`src/rtl/seq_sample_scheduler.sv`:
```
// Sample-rate scheduler: divides the system clock into a sample strobe, captures three
// ADC phases per strobe and issues them one at a time to a shared MAC over a handshake.
module seq_sample_scheduler #(
    parameter int DIV   = 100,
    parameter int NSAMP = 200
) (
    input  logic               clk,
    input  logic               rst,
    input  logic signed [13:0] Va,
    input  logic signed [13:0] Vb,
    input  logic signed [13:0] Vc,
    output logic               dclk,
    output logic [7:0]         k,
    output logic               mac_start,
    output logic [1:0]         mac_sel,
    output logic signed [13:0] mac_x,
    output logic [7:0]         mac_k,
    input  logic               mac_done,
    output logic               frame_done,
    output logic               overrun
);

    localparam int          DATA_W   = 14;
    localparam logic [15:0] DIV_LAST = 16'(DIV - 1);
    localparam logic [15:0] DIV_HALF = 16'(DIV / 2);
    localparam logic [7:0]  K_LAST   = 8'(NSAMP - 1);

    typedef enum logic [2:0] {
        IDLE,
        ISSUE_A,
        WAIT_A,
        ISSUE_B,
        WAIT_B,
        ISSUE_C,
        WAIT_C,
        ADVANCE
    } state_t;

    state_t                    state_q, state_d;
    logic [15:0]               div_cnt_q, div_cnt_d;
    logic [7:0]                k_q, k_d;
    logic signed [DATA_W-1:0]  cap_a_q, cap_a_d;
    logic signed [DATA_W-1:0]  cap_b_q, cap_b_d;
    logic signed [DATA_W-1:0]  cap_c_q, cap_c_d;
    logic [1:0]                mac_sel_q, mac_sel_d;
    logic signed [DATA_W-1:0]  mac_x_q, mac_x_d;
    logic [7:0]                mac_k_q, mac_k_d;
    logic                      overrun_q, overrun_d;
    logic                      stb;

    function automatic logic [7:0] next_index(input logic [7:0] idx);
        return (idx == K_LAST) ? 8'd0 : idx + 8'd1;
    endfunction

    always_comb begin
        div_cnt_d = (div_cnt_q == DIV_LAST) ? 16'd0 : div_cnt_q + 16'd1;
        stb       = (div_cnt_q == DIV_LAST);
    end

    always_comb begin
        state_d    = state_q;
        k_d        = k_q;
        cap_a_d    = cap_a_q;
        cap_b_d    = cap_b_q;
        cap_c_d    = cap_c_q;
        mac_sel_d  = mac_sel_q;
        mac_x_d    = mac_x_q;
        mac_k_d    = mac_k_q;
        mac_start  = 1'b0;
        frame_done = 1'b0;
        // A strobe outside IDLE (including ADVANCE) is a dropped sample.
        overrun_d  = overrun_q | (stb && (state_q != IDLE));

        case (state_q)
            IDLE: begin
                if (stb) begin
                    cap_a_d   = Va;
                    cap_b_d   = Vb;
                    cap_c_d   = Vc;
                    mac_sel_d = 2'd0;
                    mac_x_d   = Va;
                    mac_k_d   = k_q;
                    state_d   = ISSUE_A;
                end
            end
            ISSUE_A: begin
                mac_start = 1'b1;
                state_d   = WAIT_A;
            end
            WAIT_A: begin
                if (mac_done) begin
                    mac_sel_d = 2'd1;
                    mac_x_d   = cap_b_q;
                    mac_k_d   = k_q;
                    state_d   = ISSUE_B;
                end
            end
            ISSUE_B: begin
                mac_start = 1'b1;
                state_d   = WAIT_B;
            end
            WAIT_B: begin
                if (mac_done) begin
                    mac_sel_d = 2'd2;
                    mac_x_d   = cap_c_q;
                    mac_k_d   = k_q;
                    state_d   = ISSUE_C;
                end
            end
            ISSUE_C: begin
                mac_start = 1'b1;
                state_d   = WAIT_C;
            end
            WAIT_C: begin
                if (mac_done) begin
                    state_d = ADVANCE;
                end
            end
            ADVANCE: begin
                frame_done = (k_q == K_LAST);
                k_d        = next_index(k_q);
                state_d    = IDLE;
            end
            default: begin
                state_d = IDLE;
            end
        endcase
    end

    always_ff @(posedge clk) begin
        if (rst) begin
            state_q   <= IDLE;
            div_cnt_q <= 16'd0;
            k_q       <= 8'd0;
            cap_a_q   <= '0;
            cap_b_q   <= '0;
            cap_c_q   <= '0;
            mac_sel_q <= 2'd0;
            mac_x_q   <= '0;
            mac_k_q   <= 8'd0;
            overrun_q <= 1'b0;
        end else begin
            state_q   <= state_d;
            div_cnt_q <= div_cnt_d;
            k_q       <= k_d;
            cap_a_q   <= cap_a_d;
            cap_b_q   <= cap_b_d;
            cap_c_q   <= cap_c_d;
            mac_sel_q <= mac_sel_d;
            mac_x_q   <= mac_x_d;
            mac_k_q   <= mac_k_d;
            overrun_q <= overrun_d;
        end
    end

    assign dclk    = (div_cnt_q < DIV_HALF);
    assign k       = k_q;
    assign mac_sel = mac_sel_q;
    assign mac_x   = mac_x_q;
    assign mac_k   = mac_k_q;
    assign overrun = overrun_q;

endmodule

```
`config.mk`:
```
export PLATFORM = sky130hd
export DESIGN_NAME = seq_sample_scheduler
export DESIGN_NICKNAME = d
export VERILOG_FILES = /design/src/rtl/seq_sample_scheduler.sv
export SDC_FILE = /design/constraint.sdc
export NUM_CORES = 1
export LEC_CHECK = 0
export ABC_AREA = 0
export BUFFER_PORTS_ARGS = -buffer_cell sky130_fd_sc_hd__buf_2
export CELL_PAD_IN_SITES_DETAIL_PLACEMENT = 1
export CELL_PAD_IN_SITES_GLOBAL_PLACEMENT = 2
export CORE_MARGIN = 2
export CORE_UTILIZATION = 35
export CTS_CLUSTER_SIZE = 16
export DETAILED_ROUTE_END_ITERATION = 10
export GPL_ROUTABILITY_DRIVEN = 0
export GPL_TIMING_DRIVEN = 0
export MAX_ROUTING_LAYER = met4
export PLACE_DENSITY_LB_ADDON = 0.1
export SETUP_SLACK_MARGIN = 0.2
export SLEW_MARGIN = 40
export SYNTH_ARGS = -nofsm -noshare
export SYNTH_HDL_FRONTEND = slang
export SYNTH_SLANG_ARGS = --single-unit
```
`constraint.sdc`:
```
create_clock -name clk -period 3.51 [get_ports clk]
set_input_delay 0.351 -clock clk [delete_from_list [all_inputs] [get_ports clk]]
set_output_delay 0.351 -clock clk [all_outputs]
set_load 0.005 [all_outputs]
```
* Word level (Yosys, flattened, before mapping)
Cells that the tools add are included.
** Word-level totals
- Flip-flop bits (word level) :: 80
- Bits of input ports :: 45
- Output and inout bits :: 36
- Logic and storage cells :: 58
** Cells by class
- Add/subtract/negate cells :: 2
- Order comparisons :: 1
- Equality and inequality tests :: 14
- Muxes and demuxes :: 19
- Bitwise operators :: 1
- Reductions and logical operators :: 12
** Operators with widths (number)
- 2-to-1 mux 14 bit :: 3
- one-hot mux 14 bit (3 select lines) :: 1
- 2-to-1 mux 8 bit :: 3
- one-hot mux 3 bit (8 select lines) :: 1
- adder 16 x 1 -> 16 bit (second input constant) :: 1
- == test 16 x 7 -> 1 bit (second input constant) :: 1
- less-than comparator 16 x 6 -> 1 bit (second input constant) :: 1
- one-hot mux 8 bit (2 select lines) :: 1
- == test 3 bit (second input constant) :: 4
- 2-to-1 mux 3 bit :: 4
- adder 8 x 1 -> 8 bit (second input constant) :: 1
- == test 8 bit (second input constant) :: 1
- != test 2 bit (second input constant) :: 4
- AND reduction 4 bit :: 2
- == test 3 x 2 -> 1 bit (second input constant) :: 2
- 2-to-1 mux 2 bit :: 3
- one-hot mux 2 bit (3 select lines) :: 1
- nonzero test 3 bit :: 2
- OR reduction 2 bit :: 2
- == test 3 x 1 -> 1 bit (second input constant) :: 1
- logical NOT 3 bit :: 1
- AND reduction 3 bit :: 1
- OR reduction 3 bit :: 1
- 2-to-1 mux 1 bit :: 2
- other kinds (5) :: 5

* Depth between registers and ports, before layout
- Word-level depth :: 4
- Mapped depth :: 7
- Mapped depth without buffers :: 5

* Worst setup path after synthesis
OpenSTA, ideal clock, no wires.
- Path type :: flip-flop to flip-flop
- From :: reg div_cnt_q[0]
- To :: reg mac_k_q[0], in the netlist mac_k[0]
- Library setup time :: 0.072 ns
- Arrival :: 1.725 ns
- Required time :: 3.438 ns
- Setup slack :: 1.713 ns
- Cell stages (with the launch flop) :: 8
- Buffers on the path :: 2
- Clock period less this slack :: 1.797 ns
- Path through :: dfxtp_1 -> ha_1 -> nor4b_2 -> nand4_1 -> buf_2 -> a211oi_2 -> buf_4 -> mux2i_1
** On the way
- Cells in the longest elaborated chain, start to end :: 3
** Ends and longest elaborated chain
- from (decl) :: RTL line 40 : logic [15:0] div_cnt_q, div_cnt_d;
- from (signal assigned) :: RTL line 144 : div_cnt_q <= div_cnt_d;
- == test 16 x 7 -> 1 bit :: RTL line 57 : stb = (div_cnt_q == DIV_LAST);
- != test 2 bit (no line)
- AND reduction 3 bit (no line)
- to (signal assigned) :: RTL line 151 : mac_k_q <= mac_k_d;
- to (decl) :: RTL line 47 : logic [7:0] mac_k_q, mac_k_d;
Every way passes these cells.
A chain may end at the register's enable or synchronous reset.

* Worst setup path after layout
- From :: reg state_q[0]
- To :: out mac_start
** On the way
- Cells in the longest elaborated chain, start to end :: 3
- Elaborated cells on any way between the ends :: 5
- Those cells by class :: 3 x eq/ne; 1 x mux; 1 x reduce/logical
** Ends and longest elaborated chain
- from (decl) :: RTL line 39 : state_t state_q, state_d;
- from (signal assigned) :: RTL line 143 : state_q <= state_d;
- == test 3 bit, or another cell as far along :: RTL line 74 : case (state_q)
- OR reduction 3 bit (no line) *
- 2-to-1 mux 1 bit * :: RTL line 74
- to (decl) :: RTL line 14 : output logic mac_start,
Every way passes the cells marked *; elsewhere a longest branch is shown, timed or not.

==> results.json <==
{
  "status": "finished, final reports clean",
  "rsz0062_at_grt": "no",
  "cts-root-buf": "clkbuf_16",
  "antennaDiodeCount": 0,
  "post-route-util": 0.437,
  "tightest_slew_ns": 0.641,
  "total_power_w": 0.00200,
  "synthTopCellsByCount": "dfxtp_1, nor2_1, nand2b_1",
  "synthCells": 488,
  "cp_data_required_time_ns": 3.16,
  "die_area_sq_um": 12500,
  "vias_per_cell": 5.28,
  "worstPathCellList": "buf_2, clkbuf_1, buf_1, a21boi_0, buf_2",
  "fin_crit_ns": 2.50,
  "dieWidth_microns": 112,
  "fin_area_sq_um": 4960,
  "ys_warn_count": 0,
  "nets": 626,
  "num_rows": 39,
  "fillers": 1426,
  "relSlewSlack": 0.570,
  "grt_pass1_wl_mm": 20.5,
  "synth-edff-count": 0,
  "syn_area_per_cell_sq_um": 8.36,
  "antenna_found_initial": 0,
  "reg2reg_slack_ns": 1.21,
  "start_kind": "flop",
  "cts_setup_buffers": 0,
  "whs_ns": 0.248,
  "cts_made_buffers": 9,
  "slew_viol_final": 0,
  "drc": 0,
  "final.setup_skew_ns": 0.00872,
  "ios": 81,
  "path_buf_inv": 4,
  "vias": 3842,
  "cpLargestDelayFamily": "buffers and inverters",
  "synth.most_common_cell": "dfxtp_1",
  "worst_path_most_repeated_cell": "buf_2",
  "period_share": 0.712,
  "hp-class": "in2reg",
  "cp_max_fo": 10,
  "synth_seq_area_share": 0.393,
  "synth_cell_types": 43,
  "clk_pin_slew_ns": 0.06,
  "initial_core_util": 0.359,
  "clock_sinks": 80,
  "ys_seq_elements": 80,
  "grt_start_max_net_pins": 14,
  "final_antenna_net_count": 0,
  "synthArstFlopShare": 0,
  "track_usage": 0.216,
  "core_area_sq_um": 11400,
  "clock.fmax_mhz": 400,
  "cp_slowest_stage_delay_ns": 0.46,
  "setup_viol": 0,
  "drt_iter0_drc": 156,
  "cp_slowest_cell": "buf_1",
  "endpoint_kind": "primary output",
  "cts_max_level": 3,
  "drive_above_1_share": 0.199,
  "wl_per_cell_microns": 17.5,
  "hold_viol_final": 0,
  "regArea_sq_um": 1600,
  "drtPass1Iterations": 4,
  "hold_buffers": 0,
  "place_area_sq_um": 4660,
  "cap_violations": 0,
  "path_class": "reg2out",
  "synth_area_leaders": "dfxtp_1, nand2b_1, mux2i_1",
  "synth_top_area_frac": 0.393,
  "port_buffers": 80,
  "syn_to_final_growth_pct": 21.8,
  "synth_nets": 535,
  "cts_tree": "built",
  "clockBufferDepth": 2,
  "dieHeight_microns": 112,
  "routed_wl_mm": 12.7,
  "leakage_nw": 2.02,
  "synth_area_leader_cell": "dfxtp_1",
  "setup_tns_ns": 0,
  "gr-total-overflow": 0,
  "power_density_nw_per_um2": 402,
  "clock_latency_ns": 0.35,
  "post_cts_resized": 0,
  "max-vdd-ir-drop_v": 0.000341,
  "grt_pass1_vias": 3874,
  "worstPathArrival_ns": 2.15,
  "multi_input_area_sq_um": 2210,
  "ys.flop_type": "dfxtp_1",
  "hpwl_mm": 9.49,
  "synth_area_sq_um": 4080
}
[power by group]
group / internal [W] / total (W) / switching (W)
clock network: 0.000591 / 0.000984 / 0.000393
registers: 0.000911 / 0.000913 / 0.00000252
logic: 0.0000467 / 0.0000979 / 0.0000512
total: 0.00155 / 0.00200 / 0.000447
[per-stage QoR]
step,worst slack (ns),std cells
after floorplan,1.71,488
after global routing,0.891,727
after global placement,1.23,711
after CTS,0.951,727
after detailed placement,1.24,711
final,1.01,727
[cells by family after synthesis]
logic type                 share of synthesized area
AOI/OAI and AO/OA                              0.185
xor gates and xnor gates                      0.0430
adders and majority gates                    0.00859
buffers and inverters                         0.0663
DFF                                            0.393
muxes                                         0.0589
and+or+nand+nor                                0.245
[layer usage]
layer  GRT usage  vias up  routed length, microns
li1            -     1903                       -
met1       0.295     1853                    6430
met2       0.324       75                    5590
met3      0.0457       11                     508
met4      0.0634        0                     163
met5           -        -                       0
[layout make-up]
type,count,area share
Clock buffer,12,0.0517
Clock inverter,4,0.0103
Sequential cell,80,0.323
Timing Repair Buffer,80,0.0806
Buffer,45,0.0408
Multi-Input combinational cell,345,0.444
Tap cell,143,0.0360
Inverter,18,0.0136
[flip-flops by register name, summed over array words and instances, names as in the netlist]
| name | cells |
|---|---|
| div_cnt_q | 16 |
| cap_c_q | 14 |
| mac_k | 8 |
| mac_x | 14 |
| cap_b_q | 14 |
| k | 8 |
| overrun | 1 |
| mac_sel | 2 |
| state_q | 3 |
[placed cells by master (no fill, tap or decap), types with 5 or more instances in the layout]
master / n
or3_1: 5
buf_2: 92
xor2_1: 10
clkbuf_16: 9
o311ai_0: 14
nor3_1: 8
o21ai_0: 32
clkbuf_1: 28
a221o_1: 14
nand2b_1: 45
inv_1: 18
nand4_1: 9
nand2_1: 10
dfxtp_1: 80
nor2_1: 58
mux2i_1: 24
a21oi_1: 32
xnor2_1: 10
nand3_1: 34
a211o_1: 14
[path summary, 6_finish.rpt]
check,depth (start not counted),end,from
worst max-delay path,5,mac_start,state_q[0]
worst min-delay path,3,cap_b_q[10],Vb[10]
worst max register to register,7,mac_k[3],div_cnt_q[1]
worst min register to register,2,mac_k[1],mac_k[1]
[worst reg2reg max path, stage by stage, from the launching register on]
cell and delay (ns):
dfxtp_1 0.38, ha_1 0.23, nor4b_2 0.25, nand4_1 0.32
buf_2 0.30, a211oi_2 0.24, buf_4 0.26, mux2i_1 0.24
(Power assumes the default switching activity.)
